<file path="config.mk">
export PLATFORM = sky130hd
export DESIGN_NAME = dmem_arbiter_flat
export DESIGN_NICKNAME = d
export VERILOG_FILES = /design/src/rtl/dmem_arbiter_pkg.sv /design/src/rtl/dmem_arbiter_if.sv /design/src/rtl/dmem_arb_pick.sv /design/src/rtl/dmem_arbiter.sv /design/src/flat_wrapper.sv
export SDC_FILE = /design/constraint.sdc
export NUM_CORES = 1
export LEC_CHECK = 0
export ABC_AREA = 1
export CAP_MARGIN = 20
export CELL_PAD_IN_SITES_DETAIL_PLACEMENT = 1
export CELL_PAD_IN_SITES_GLOBAL_PLACEMENT = 1
export CORE_UTILIZATION = 15
export CTS_CLUSTER_SIZE = 10
export DETAILED_ROUTE_END_ITERATION = 10
export PLACE_DENSITY = 0.84
export SLEW_MARGIN = 30
export SYNTH_ARGS = -nofsm -noshare
export SYNTH_HDL_FRONTEND = slang
export SYNTH_HIERARCHICAL = 1
export SYNTH_SLANG_ARGS = --single-unit
export TNS_END_PERCENT = 20
</file>
<file path="constraint.sdc">
create_clock -name clk -period 3.25 [get_ports clk]
set_input_delay 0.975 -clock clk [delete_from_list [all_inputs] [get_ports clk]]
set_output_delay 0.975 -clock clk [all_outputs]
set_load 0.01 [all_outputs]
</file>
<file path="src/rtl/dmem_arbiter_pkg.sv">
// Shared types and defaults for the data-memory arbiter: FSM states, port ids,
// counter widths and the default starvation/lock limits.
package dmem_arbiter_pkg;

  typedef enum logic [1:0] {
    ST_IDLE  = 2'd0,
    ST_OWN0  = 2'd1,
    ST_OWN1  = 2'd2,
    ST_LOCK1 = 2'd3
  } arb_state_e;

  typedef enum logic {
    PORT0 = 1'b0,
    PORT1 = 1'b1
  } port_e;

  localparam int STARVE_MAX_DEF = 4;
  localparam int LOCK_MAX_DEF   = 8;

  // Widths cover the legal ranges 1..15 and 1..255.
  localparam int STARVE_CNT_W = 4;
  localparam int LOCK_CNT_W   = 8;

endpackage

</file>
<file path="src/rtl/dmem_arbiter_if.sv">
// Bundle of both requester ports and the single-port memory command.
// master = requesters plus memory (environment side), slave = the arbiter.
interface dmem_arbiter_if #(
  parameter int ADDR_W = 32,
  parameter int DATA_W = 32
);
  logic              p0_req;
  logic              p0_we;
  logic [ADDR_W-1:0] p0_addr;
  logic [DATA_W-1:0] p0_wdata;
  logic              p0_gnt;
  logic              p0_rvalid;
  logic [DATA_W-1:0] p0_rdata;
  logic              p0_stall;

  logic              p1_req;
  logic              p1_we;
  logic              p1_lock;
  logic [ADDR_W-1:0] p1_addr;
  logic [DATA_W-1:0] p1_wdata;
  logic              p1_gnt;
  logic              p1_rvalid;
  logic [DATA_W-1:0] p1_rdata;

  logic              mem_req;
  logic              mem_we;
  logic [ADDR_W-1:0] mem_addr;
  logic [DATA_W-1:0] mem_wdata;
  logic [DATA_W-1:0] mem_rdata;

  modport master (
    output p0_req, p0_we, p0_addr, p0_wdata,
    input  p0_gnt, p0_rvalid, p0_rdata, p0_stall,
    output p1_req, p1_we, p1_lock, p1_addr, p1_wdata,
    input  p1_gnt, p1_rvalid, p1_rdata,
    input  mem_req, mem_we, mem_addr, mem_wdata,
    output mem_rdata
  );

  modport slave (
    input  p0_req, p0_we, p0_addr, p0_wdata,
    output p0_gnt, p0_rvalid, p0_rdata, p0_stall,
    input  p1_req, p1_we, p1_lock, p1_addr, p1_wdata,
    output p1_gnt, p1_rvalid, p1_rdata,
    output mem_req, mem_we, mem_addr, mem_wdata,
    input  mem_rdata
  );
endinterface

</file>
<file path="src/rtl/dmem_arb_pick.sv">
// Combinational grant selector. Tie policy is fixed p0 priority by default;
// defining DMEM_ARB_RR_EN switches ties to round-robin on the last owner.
module dmem_arb_pick
  import dmem_arbiter_pkg::*;
(
  input  logic  p0_req,
  input  logic  p1_req,
  input  port_e last_owner,
  input  logic  owner_valid,
  input  logic  lock_hold,
  input  logic  force_p0,
  input  logic  starve,
  output logic  gnt0,
  output logic  gnt1
);

  logic tie_p0;

`ifdef DMEM_ARB_RR_EN
  assign tie_p0 = !owner_valid || (last_owner == PORT1);
`else
  logic unused_owner;
  assign unused_owner = &{1'b0, owner_valid, last_owner};
  assign tie_p0       = 1'b1;
`endif

  // Precedence on a tie: active lock, post-lock p0 turn, starvation, policy.
  always_comb begin
    gnt0 = 1'b0;
    gnt1 = 1'b0;
    if (lock_hold) begin
      gnt1 = 1'b1;
    end else if (p0_req && p1_req) begin
      if (force_p0)    gnt0 = 1'b1;
      else if (starve) gnt1 = 1'b1;
      else if (tie_p0) gnt0 = 1'b1;
      else             gnt1 = 1'b1;
    end else begin
      gnt0 = p0_req;
      gnt1 = p1_req;
    end
  end

endmodule

</file>
<file path="src/rtl/dmem_arbiter.sv">
// Two-port data-memory arbiter: core (p0) vs DMA/debug (p1) with burst lock and
// starvation guard. Optional round-robin tie policy via DMEM_ARB_RR_EN.
module dmem_arbiter
  import dmem_arbiter_pkg::*;
#(
  parameter int ADDR_W     = 32,
  parameter int DATA_W     = 32,
  parameter int STARVE_MAX = STARVE_MAX_DEF,
  parameter int LOCK_MAX   = LOCK_MAX_DEF
) (
  input logic          clk,
  input logic          rst,
  dmem_arbiter_if.slave bus
);

  localparam logic [STARVE_CNT_W-1:0] STARVE_LIM = STARVE_CNT_W'(STARVE_MAX);
  localparam logic [LOCK_CNT_W-1:0]   LOCK_LIM   = LOCK_CNT_W'(LOCK_MAX);

  arb_state_e              state_q, state_d;
  logic [STARVE_CNT_W-1:0] starve_q, starve_d;
  logic [LOCK_CNT_W-1:0]   lock_q, lock_d, lock_inc;
  logic                    force_p0_q, force_p0_d;
  logic                    rv0_q, rv0_d, rv1_q, rv1_d;

  logic        pick_gnt0, pick_gnt1, gnt0, gnt1;
  logic        lock_hold, starve, owner_valid;
  port_e       last_owner;
  logic              mem_we_mux;
  logic [ADDR_W-1:0] addr_mux;
  logic [DATA_W-1:0] wdata_mux;

  assign lock_hold   = (state_q == ST_LOCK1) && bus.p1_req && bus.p1_lock;
  assign starve      = (starve_q == STARVE_LIM) && bus.p1_req;
  assign owner_valid = (state_q != ST_IDLE);
  assign last_owner  = (state_q == ST_OWN0) ? PORT0 : PORT1;
  assign lock_inc    = (state_q == ST_LOCK1) ? lock_q + 1'b1 : LOCK_CNT_W'(1);

  dmem_arb_pick u_pick (
    .p0_req     (bus.p0_req),
    .p1_req     (bus.p1_req),
    .last_owner (last_owner),
    .owner_valid(owner_valid),
    .lock_hold  (lock_hold),
    .force_p0   (force_p0_q),
    .starve     (starve),
    .gnt0       (pick_gnt0),
    .gnt1       (pick_gnt1)
  );

  // Grants are combinational, so they are masked while reset is held.
  assign gnt0 = pick_gnt0 & ~rst;
  assign gnt1 = pick_gnt1 & ~rst;

  always_comb begin
    mem_we_mux = 1'b0;
    addr_mux   = '0;
    wdata_mux  = '0;
    if (gnt0) begin
      mem_we_mux = bus.p0_we;
      addr_mux   = bus.p0_addr;
      wdata_mux  = bus.p0_wdata;
    end else if (gnt1) begin
      mem_we_mux = bus.p1_we;
      addr_mux   = bus.p1_addr;
      wdata_mux  = bus.p1_wdata;
    end
  end

  assign bus.p0_gnt    = gnt0;
  assign bus.p1_gnt    = gnt1;
  assign bus.p0_stall  = bus.p0_req & ~gnt0 & ~rst;
  assign bus.mem_req   = gnt0 | gnt1;
  assign bus.mem_we    = mem_we_mux;
  assign bus.mem_addr  = addr_mux;
  assign bus.mem_wdata = wdata_mux;
  assign bus.p0_rvalid = rv0_q;
  assign bus.p1_rvalid = rv1_q;
  assign bus.p0_rdata  = rv0_q ? bus.mem_rdata : '0;
  assign bus.p1_rdata  = rv1_q ? bus.mem_rdata : '0;

  always_comb begin
    state_d    = state_q;
    starve_d   = starve_q;
    lock_d     = lock_q;
    force_p0_d = 1'b0;
    rv0_d      = gnt0 & ~bus.p0_we;
    rv1_d      = gnt1 & ~bus.p1_we;
    if (gnt1) begin
      starve_d = '0;
      if (bus.p1_lock) begin
        // Hitting the beat limit ends the burst and hands p0 the next cycle.
        if (lock_inc == LOCK_LIM) begin
          state_d    = ST_OWN1;
          lock_d     = '0;
          force_p0_d = 1'b1;
        end else begin
          state_d = ST_LOCK1;
          lock_d  = lock_inc;
        end
      end else begin
        state_d = ST_OWN1;
        lock_d  = '0;
      end
    end else if (gnt0) begin
      state_d = ST_OWN0;
      lock_d  = '0;
      if (!bus.p1_req)                starve_d = '0;
      else if (starve_q != STARVE_LIM) starve_d = starve_q + 1'b1;
    end else if (state_q == ST_LOCK1) begin
      state_d = ST_OWN1;
      lock_d  = '0;
    end
  end

  always_ff @(posedge clk or posedge rst) begin
    if (rst) begin
      state_q    <= ST_IDLE;
      starve_q   <= '0;
      lock_q     <= '0;
      force_p0_q <= 1'b0;
      rv0_q      <= 1'b0;
      rv1_q      <= 1'b0;
    end else begin
      state_q    <= state_d;
      starve_q   <= starve_d;
      lock_q     <= lock_d;
      force_p0_q <= force_p0_d;
      rv0_q      <= rv0_d;
      rv1_q      <= rv1_d;
    end
  end

endmodule

</file>
<file path="src/flat_wrapper.sv">
// flat-port wrapper written by rule: the top's interface ports become plain ports
module dmem_arbiter_flat import dmem_arbiter_pkg::*;
#(
  parameter int ADDR_W     = 32,
  parameter int DATA_W     = 32,
  parameter int STARVE_MAX = STARVE_MAX_DEF,
  parameter int LOCK_MAX   = LOCK_MAX_DEF
)
  (clk, rst, bus_p0_req, bus_p0_we, bus_p0_addr, bus_p0_wdata, bus_p0_gnt, bus_p0_rvalid, bus_p0_rdata, bus_p0_stall, bus_p1_req, bus_p1_we, bus_p1_lock, bus_p1_addr, bus_p1_wdata, bus_p1_gnt, bus_p1_rvalid, bus_p1_rdata, bus_mem_req, bus_mem_we, bus_mem_addr, bus_mem_wdata, bus_mem_rdata);
  dmem_arbiter_if #(.ADDR_W(ADDR_W), .DATA_W(DATA_W)) bus_i ();
  input logic clk;
  input logic rst;
  input wire logic [$bits(bus_i.p0_req)-1:0] bus_p0_req;
  input wire logic [$bits(bus_i.p0_we)-1:0] bus_p0_we;
  input wire logic [$bits(bus_i.p0_addr)-1:0] bus_p0_addr;
  input wire logic [$bits(bus_i.p0_wdata)-1:0] bus_p0_wdata;
  output wire logic [$bits(bus_i.p0_gnt)-1:0] bus_p0_gnt;
  output wire logic [$bits(bus_i.p0_rvalid)-1:0] bus_p0_rvalid;
  output wire logic [$bits(bus_i.p0_rdata)-1:0] bus_p0_rdata;
  output wire logic [$bits(bus_i.p0_stall)-1:0] bus_p0_stall;
  input wire logic [$bits(bus_i.p1_req)-1:0] bus_p1_req;
  input wire logic [$bits(bus_i.p1_we)-1:0] bus_p1_we;
  input wire logic [$bits(bus_i.p1_lock)-1:0] bus_p1_lock;
  input wire logic [$bits(bus_i.p1_addr)-1:0] bus_p1_addr;
  input wire logic [$bits(bus_i.p1_wdata)-1:0] bus_p1_wdata;
  output wire logic [$bits(bus_i.p1_gnt)-1:0] bus_p1_gnt;
  output wire logic [$bits(bus_i.p1_rvalid)-1:0] bus_p1_rvalid;
  output wire logic [$bits(bus_i.p1_rdata)-1:0] bus_p1_rdata;
  output wire logic [$bits(bus_i.mem_req)-1:0] bus_mem_req;
  output wire logic [$bits(bus_i.mem_we)-1:0] bus_mem_we;
  output wire logic [$bits(bus_i.mem_addr)-1:0] bus_mem_addr;
  output wire logic [$bits(bus_i.mem_wdata)-1:0] bus_mem_wdata;
  input wire logic [$bits(bus_i.mem_rdata)-1:0] bus_mem_rdata;
  assign bus_i.p0_req = bus_p0_req;
  assign bus_i.p0_we = bus_p0_we;
  assign bus_i.p0_addr = bus_p0_addr;
  assign bus_i.p0_wdata = bus_p0_wdata;
  assign bus_p0_gnt = bus_i.p0_gnt;
  assign bus_p0_rvalid = bus_i.p0_rvalid;
  assign bus_p0_rdata = bus_i.p0_rdata;
  assign bus_p0_stall = bus_i.p0_stall;
  assign bus_i.p1_req = bus_p1_req;
  assign bus_i.p1_we = bus_p1_we;
  assign bus_i.p1_lock = bus_p1_lock;
  assign bus_i.p1_addr = bus_p1_addr;
  assign bus_i.p1_wdata = bus_p1_wdata;
  assign bus_p1_gnt = bus_i.p1_gnt;
  assign bus_p1_rvalid = bus_i.p1_rvalid;
  assign bus_p1_rdata = bus_i.p1_rdata;
  assign bus_mem_req = bus_i.mem_req;
  assign bus_mem_we = bus_i.mem_we;
  assign bus_mem_addr = bus_i.mem_addr;
  assign bus_mem_wdata = bus_i.mem_wdata;
  assign bus_i.mem_rdata = bus_mem_rdata;
  dmem_arbiter #(.ADDR_W(ADDR_W), .DATA_W(DATA_W), .STARVE_MAX(STARVE_MAX), .LOCK_MAX(LOCK_MAX)) u_core (.clk(clk), .rst(rst), .bus(bus_i));
endmodule
</file>
==> Word-level counts from Yosys, hierarchy flattened <==
Index checks and enable logic that the tools add are counted.
{ "totals": {"register_bits": 17, "output_inout_bits": 135} }
{ "op_classes": {"add_sub_neg": 2, "eq_ne": 5, "muxes": 34, "n_bitwise": 11, "reduce_logical": 7} }
{ "ops": {"columns": ["cell", "n"], "rows": [
  ["32-bit two-way mux", 6],
  ["8-bit two-way mux", 6],
  ["4-bit two-way mux", 4],
  ["1-bit two-way mux", 15],
  ["8-bit by 1-bit adder with 8-bit output, second input constant", 1],
  ["8-bit by 4-bit equality test with 1-bit output, second input constant", 1],
  ["1-bit bitwise AND", 6],
  ["2-bit two-way mux", 3],
  ["4-bit by 1-bit adder with 4-bit output, second input constant", 1],
  ["4-bit by 3-bit equality test with 1-bit output, second input constant", 1],
  ["1-bit logical AND", 4],
  ["4-bit by 3-bit inequality test with 1-bit output, second input constant", 1],
  ["1-bit NOT", 4],
  ["3-bit by 1-bit inequality test with 1-bit output, second input constant", 1],
  ["3-bit nonzero test", 1],
  ["2-bit equality test, second input constant", 1],
  ["2-bit AND reduction", 1],
  ["2-bit nonzero test", 1],
  ["1-bit OR", 1]
]} }

==> Logic depth before layout (Yosys ltp) <==
Gate-level depths: netlist of the first run.
{ "logic_depth": {"depth_word": 10, "ltp_mapped": 16, "mapped_depth_nobuf": 16} }

==> Hierarchy <==
The synthesis of the first run kept the hierarchy.
{ "by_module_without_submodules": {"columns": ["module", "instances", "cells_per_inst", "area_per_inst_um2", "seq_area_each_um2"], "rows": [
  ["dmem_arbiter", 1, 478, 2479.9, 425.4],
  ["dmem_arb_pick", 1, 14, 53.8, 0.0]
]} }

==> Least setup slack after synthesis of the first run <==
No wires, ideal clock.
{ "synth_path": {"path_type": "input port to output port", "startpoint": "in bus_p1_req", "endpoint": "out bus_mem_wdata[10]", "t_arrival_ns": 2.135, "slack_ns": 0.140, "cell_stages": 10, "n_path_buf": 1, "cell_sequence": "inv_1 -> nor3_1 -> inv_1 -> nand2_1 -> nor2_1 -> inv_2 -> nor2_4 -> clkbuf_1 -> nand2_1 -> nand2_1"} }
{ "synth_between": {"elab_cells_between_ends": 16} }
{ "synth_rtl": {"columns": ["element", "line_no", "source"], "rows": [
  ["start, declared", "flat_wrapper.sv:21", "input wire logic [$bits(bus_i.p1_req)-1:0] bus_p1_req;"],
  ["1-bit logical AND (2 in a row)", "dmem_arbiter.sv:32", "assign lock_hold = (state_q == ST_LOCK1) && bus.p1_req && bus.p1_lock;"],
  ["named net u_core.lock_hold", "dmem_arbiter.sv:26", "logic lock_hold, starve, owner_valid;"],
  ["1-bit two-way mux", "dmem_arb_pick.sv:31", "if (lock_hold) begin"],
  ["named net u_core.pick_gnt0", "dmem_arbiter.sv:25", "logic pick_gnt0, pick_gnt1, gnt0, gnt1;"],
  ["1-bit bitwise AND", "dmem_arbiter.sv:51", "assign gnt0 = pick_gnt0 & ~rst;"],
  ["named net bus_p0_gnt", "flat_wrapper.sv:17", "output wire logic [$bits(bus_i.p0_gnt)-1:0] bus_p0_gnt;"],
  ["32-bit two-way mux", "dmem_arbiter.sv:58", "if (gnt0) begin"],
  ["end, declared", "flat_wrapper.sv:32", "output wire logic [$bits(bus_i.mem_wdata)-1:0] bus_mem_wdata;"]
]} }
The timed path passes the listed nets, and every way through them passes these cells.

==> Worst setup path in the final report of the first run <==
{ "layout_path": {"startpoint": "in bus_p1_lock", "endpoint": "out bus_mem_wdata[11]"} }
{ "layout_between": {"elab_cells_between_ends": 7} }
{ "layout_rtl": {"columns": ["element", "line_no", "source"], "rows": [
  ["start, declared", "flat_wrapper.sv:23", "input wire logic [$bits(bus_i.p1_lock)-1:0] bus_p1_lock;"],
  ["1-bit logical AND", "dmem_arbiter.sv:32", null],
  ["named net u_core.lock_hold", "dmem_arbiter.sv:26", null],
  ["1-bit two-way mux", "dmem_arb_pick.sv:31", null],
  ["named net u_core.pick_gnt0", "dmem_arbiter.sv:25", null],
  ["1-bit bitwise AND", "dmem_arbiter.sv:51", null],
  ["32-bit two-way mux", "dmem_arbiter.sv:58", null]
]} }
The timed path passes the listed nets, and every way through them passes these cells.

==> run metrics, run 1 <==
Vias/cell 4.17; Chip Width 132 um; status finished, violations left; dpl cell area 6030 um^2; Antenna Nets Post-Route 0; Finished Core Util 0.399; core area 16500 um^2; pre-CTS WS -0.989 ns; cell mode on critical path buf_12; hold_buf cts 0; Routed WL 14900 um; Critical Path RT 2.27 ns; vias 4369; Layout Nets 999; vias in the first global route 4662; syn_area_per_cell 5.15 um^2; gr usage total 0.167; Post-Syn Area 2530 um^2; fmax 301 MHz; total power 1.31 mW; # diodes 0; VDD IR-drop max 0.203 mV; chip height 132 um; final setup skew 0.00167 ns; RSZ-0062 raised after global routing true; H-tree levels 1; CP max-delay cell nor3_4; FF-to-FF path depth 18; crit-path max cell delay 0.18 ns; IO Port Bufs 301; cells after synthesis 491; worst-skew pair later-pin latency 0.25 ns; YS warnings 6; Initial Util 0.153; setup tns final -1.14 ns; # clock sinks 17; hold slack 0.514 ns; largest delay contributor family on the critical path buffers and inverters; CTS tree done; Crit Path Max Fanout 7; Mapped Nets 661; DRT iter0 DRCs 132; Setup Crit Path Kind in2out; Reg clk slew, reported paths 0.05 ns; Stages on worst setup path 14; Slew Limit Fails 0; final setup vio count 31; Rows 47; WP buf/inv 9; GRT overflow 0; DRC viols 0; final setup margin -0.0750 ns; fillcell total 2072; P_leak 3.49 nW; layout cells sized above 1 0.254; area delta synth->final 161%; Worst Hold Class reg2reg; largest net degree at the start of global routing 34; # IOs 302; number of max-cap violations 0; CP endpoint kind output port; Routed WL per cell 14.2 um; CTS Buf Count 3; final hold vios 0; hold depth 2; drt first pass iters 4; Slew headroom 0.768; Tmin final 3.32 ns; first-pass GRT wire length 23400 um; post-route cell area 6590 um^2; placed instance count 1023; fin cells 1048; total die area 17400 um^2; Period Utilization, post-route 1.02; Worst Path Arrival 2.35 ns; CTS root buffer clkbuf_16; failing checks setup timing; RD Place Congestion 0.788; CP Launch Type input port; Clock Tree Buf Depth 2; crit-path cells buf_6 -> inv_4 -> nor3_4 -> inv_1 -> nand2_1 -> nor2_2 -> inv_2 -> buf_12 -> buf_12 -> buf_12 -> buf_16 -> nand3_4 -> nand2_1 -> buf_2; initial antenna violation count 1; worst slew pin tran 0.347 ns; power per cell area 199 nW/um^2; Final HPWL DP 11700 um
cell type report:
type | instances | area [um^2] | share of cell area
timing repair buffer | 360 | 3600 | 0.547
clock buffer | 4 | 78.8 | 0.0120
multi-input combinational | 353 | 1830 | 0.278
sequential | 17 | 425 | 0.0645
tap | 220 | 275 | 0.0418
inverter | 94 | 380 | 0.0577
tightest hold or removal path, cell delays in order, from the launching register on:
cell and delay (ns):
dfrtp_1 0.35, nand2_1 0.06, o21ai_1 0.06
flip-flops by register name, indices dropped and copies added, names as in the netlist:
register              flops
u_core/bus.p0_rvalid      1
u_core/bus.p1_rvalid      1
u_core/force_p0_q         1
u_core/lock_q             8
u_core/starve_q           4
u_core/state_q            2
where the power goes:
group	switching, mW	internal, mW
Clock	0.0818	0.167
Combinational	0.351	0.471
Sequential	0.0138	0.227
Total	0.446	0.865
final timing paths:
kind / to / slack, ns / from
worst max-delay path: bus_mem_wdata[11] / -0.07 / bus_p1_lock
worst min-delay path: u_core/lock_q[6]$_DFFE_PP0P_ / 0.51 / u_core/lock_q[6]$_DFFE_PP0P_
worst max register to register: u_core/lock_q[5]$_DFFE_PP0P_ / 0.95 / u_core/starve_q[1]$_DFFE_PP0P_
worst min register to register: u_core/lock_q[6]$_DFFE_PP0P_ / 0.51 / u_core/lock_q[6]$_DFFE_PP0P_
max in group asynchronous: u_core/lock_q[0]$_DFFE_PP0P_ / 2.13 / rst
min in group asynchronous: u_core/lock_q[1]$_DFFE_PP0P_ / 0.97 / rst
repair_timing:
action	CTS	global route
gates cloned	9	0
endpoints found under the setup margin	69	67
buffers inserted	14	0
pin swaps	17	21
resized for setup	331	61
metal layers:
layer / vias up / wire length [um] / global-route usage
li1: 2146 / - / -
met1: 1994 / 5750 / 0.180
met2: 213 / 7920 / 0.328
met3: 14 / 1030 / 0.0377
met4: 2 / 189 / 0.0317
met5: - / 11 / 0
layout by cell type, fill, tap and decap left out, drive strengths merged, types with 2 or more instances in the layout:
| cell | count |
|---|---|
| clkbuf | 7 |
| ha | 3 |
| bufbuf | 2 |
| a21oi | 7 |
| dfrtp | 17 |
| clkdlybuf4s50 | 228 |
| inv | 90 |
| nand3 | 78 |
| o21ai | 4 |
| buf | 119 |
| o22ai | 5 |
| nor2 | 19 |
| dlygate4sd2 | 3 |
| clkinv | 4 |
| nand2 | 231 |
| clkdlybuf4s15 | 5 |
Note: power is estimated with default switching activity, not from simulation.
==> run 2, diff against run 1 <==
- GPL_TIMING_DRIVEN: default -> 0
==> run 2 against run 1 <==
The run still ends with setup timing left. Setup slack worse by 0.0081 ns. Highest routed layer is now met4. Via count up 3.2%. Largest power group unchanged. Sequential cell count stayed put. Total power grew 3.6%. Clock skew increased by 0.0041 ns. Critical path depth stayed put. Sequential power barely moved. Global-route usage is 0.73 points higher.
==> run metrics, run 2 (synthesized netlist as in run 1, its figures left out) <==
first-pass GRT wire length 24100 um (was 23400 um); IO Port Bufs 301 (unchanged); status finished, violations left (unchanged); CTS root buffer clkbuf_16 (unchanged); layout cells sized above 1 0.299 (was 0.254); fmax 300 MHz (was 301 MHz); fillcell total 2066 (was 2072); # diodes 0 (unchanged); CTS tree done (unchanged); vias in the first global route 4718 (was 4662); # clock sinks 17 (unchanged); Clock Tree Buf Depth 2 (unchanged); Period Utilization, post-route 1.03 (was 1.02); area delta synth->final 169% (was 161%); total die area 17400 um^2 (unchanged); Setup Crit Path Kind in2out (unchanged); failing checks setup timing (unchanged); Slew Limit Fails 0 (unchanged); power per cell area 200 nW/um^2 (was 199 nW/um^2); gr usage total 0.174 (was 0.167); worst slew pin tran 0.540 ns (was 0.347 ns); Routed WL per cell 15.3 um (was 14.2 um); RD Place Congestion 0.790 (was 0.788); Tmin final 3.33 ns (was 3.32 ns); worst-skew pair later-pin latency 0.25 ns (about the same); commonest cells after routing, fill and taps aside 228 x clkdlybuf4s50_1, 168 x nand2_1, 77 x inv_1, 72 x nand3_1, 49 x nand2_2 (was 228 x clkdlybuf4s50_1, 204 x nand2_1, 80 x inv_1, 59 x nand3_1, 42 x buf_2); Chip Width 132 um (unchanged); Initial Util 0.153 (unchanged); commonest non-fill, non-tap cell in the layout clkdlybuf4s50_1 (unchanged); vias 4509 (was 4369); Worst Path Arrival 2.36 ns (was 2.35 ns); drt first pass iters 4 (unchanged); Layout Nets 1024 (was 999); H-tree levels 1 (unchanged); number of flip-flops in the largest register 8 (unchanged); Vias/cell 4.20 (was 4.17); core area 16500 um^2 (unchanged); Most flops, register u_core/lock_q (unchanged); largest net degree at the start of global routing 15 (was 34); P_leak 3.65 nW (was 3.49 nW); Slew headroom 0.640 (was 0.768); DRC viols 0 (unchanged); crit-path max cell delay 0.22 ns (was 0.18 ns); final setup skew 0.00575 ns (was 0.00167 ns); chip height 132 um (unchanged); hold_buf cts 0 (unchanged); crit-path cells buf_12 -> nand2_4 -> inv_2 -> nand2_1 -> nor2_1 -> nor2_4 -> inv_2 -> nor2_4 -> buf_12 -> buf_8 -> clkbuf_16 -> nand2_4 -> nand2_4 -> buf_6 (was buf_6 -> inv_4 -> nor3_4 -> inv_1 -> nand2_1 -> nor2_2 -> inv_2 -> buf_12 -> buf_12 -> buf_12 -> buf_16 -> nand3_4 -> nand2_1 -> buf_2); DRT iter0 DRCs 117 (was 132); final setup margin -0.0831 ns (was -0.0750 ns); total power 1.36 mW (was 1.31 mW); Reg clk slew, reported paths 0.05 ns (about the same); RSZ-0062 raised after global routing true (unchanged); Antenna Nets Post-Route 0 (unchanged); Final HPWL DP 12000 um (was 11700 um); CTS Buf Count 3 (unchanged); Critical Path RT 2.27 ns (about the same); Worst Hold Class reg2reg (unchanged); initial antenna violation count 0 (was 1); number of max-cap violations 0 (unchanged); GRT overflow 0 (unchanged); # IOs 302 (unchanged); cell mode on critical path nand2_4 (was buf_12); Largest regs u_core/lock_q: 8 flops, u_core/starve_q: 4 flops, u_core/state_q: 2 flops (unchanged); Crit Path Max Fanout 5 (was 7); CP endpoint kind output port (unchanged); Routed WL 16400 um (was 14900 um); Rows 47 (unchanged); final hold vios 0 (unchanged); hold slack 0.539 ns (was 0.514 ns); VDD IR-drop max 0.178 mV (was 0.203 mV); CP Launch Type input port (unchanged); final setup vio count 47 (was 31); CP max-delay cell nor2_1 (was nor3_4)
## run 2: cell types whose count changed in the layout (fill, tap and decap cells not counted), moves of 5 or more
cell             delta
nand2_1            -36
nand2_2            +27
buf_6              +17
nand3_1            +13
nand3_2            -11
buf_4              +10
nand2_4             +9
buf_12              -7
buf_8               +7
clkbuf_1            +6
clkdlybuf4s15_2     -5
## run 2: layer usage
layer  share of wire  global-route usage  up-vias
li1                -                   -     2201
met1            0.38               0.185     2073
met2            0.54               0.340      217
met3           0.063              0.0408       18
met4           0.014              0.0433        0
met5               0                   0        -
## run 2: worst max-delay path: cells and delay by family
family | cells | cell delay [ns]
buf+inv | 7 | 0.81
simple gates | 7 | 0.57
## run 2: worst paths after layout
path                                                 from                        endpoint  slack (ns)  cells after the start
setup / recovery                               bus_p1_req                 bus_mem_addr[3]       -0.08                     14
hold / removal               u_core/lock_q[6]$_DFFE_PP0P_    u_core/lock_q[6]$_DFFE_PP0P_        0.54                      2
setup reg to reg           u_core/starve_q[0]$_DFFE_PP0P_  u_core/starve_q[1]$_DFFE_PP0P_        0.09                     22
hold reg to reg              u_core/lock_q[6]$_DFFE_PP0P_    u_core/lock_q[6]$_DFFE_PP0P_        0.54                      2
max in group asynchronous                             rst    u_core/lock_q[6]$_DFFE_PP0P_        2.04                      3
min in group asynchronous                             rst  u_core/starve_q[1]$_DFFE_PP0P_        0.95                      3
## run 2: metrics by stage
stage | cells | instance area (um^2) | worst slack, ns | TNS [ns] | utilization
6_report | 1073 | 6810 | -0.0831 | -2.39 | 0.412
3_5_place_dp | 1012 | 5820 | -1.52 | -88.37 | 0.352
4_1_cts | 1065 | 6360 | -0.158 | -4.81 | 0.385
3_3_place_gp | 1012 | 5820 | -1.46 | -84.90 | 0.352
5_1_grt | 1073 | 6810 | -0.139 | -5.56 | 0.412
2_1_floorplan | 491 | 2530 | 0.140 | 0 | -
## run 2: power by group
group	leakage [nW]	total (mW)	internal [mW]	switching, mW
logic	3.38	0.865	0.485	0.380
clock network	0.0382	0.250	0.167	0.0833
registers	0.231	0.244	0.227	0.0174
## run 2: timing repair
action | 4_1_cts | 5_1_grt
setup endpoints to repair | 69 | 70
endpoints found under the hold margin | 0 | 0
gates cloned | 4 | 4
resized for setup | 394 | 104
pin swaps | 22 | 28
setup buffers | 45 | 9
## run 2: area by class of cell
type	count	area, um^2	area share
repair buffers	360	3430	0.505
multi-input cells	353	1910	0.280
flip-flops and latches	17	425	0.0625
inverters	94	390	0.0574
plain buffers	25	295	0.0434
well taps	220	275	0.0404
clock buffers	4	78.8	0.0116
==> run 3, diff against run 2 <==
- GPL_TIMING_DRIVEN: 0 -> default
==> results of run 3 <==
Same layout as run 1: the final DEF is identical, and so are final timing and power.
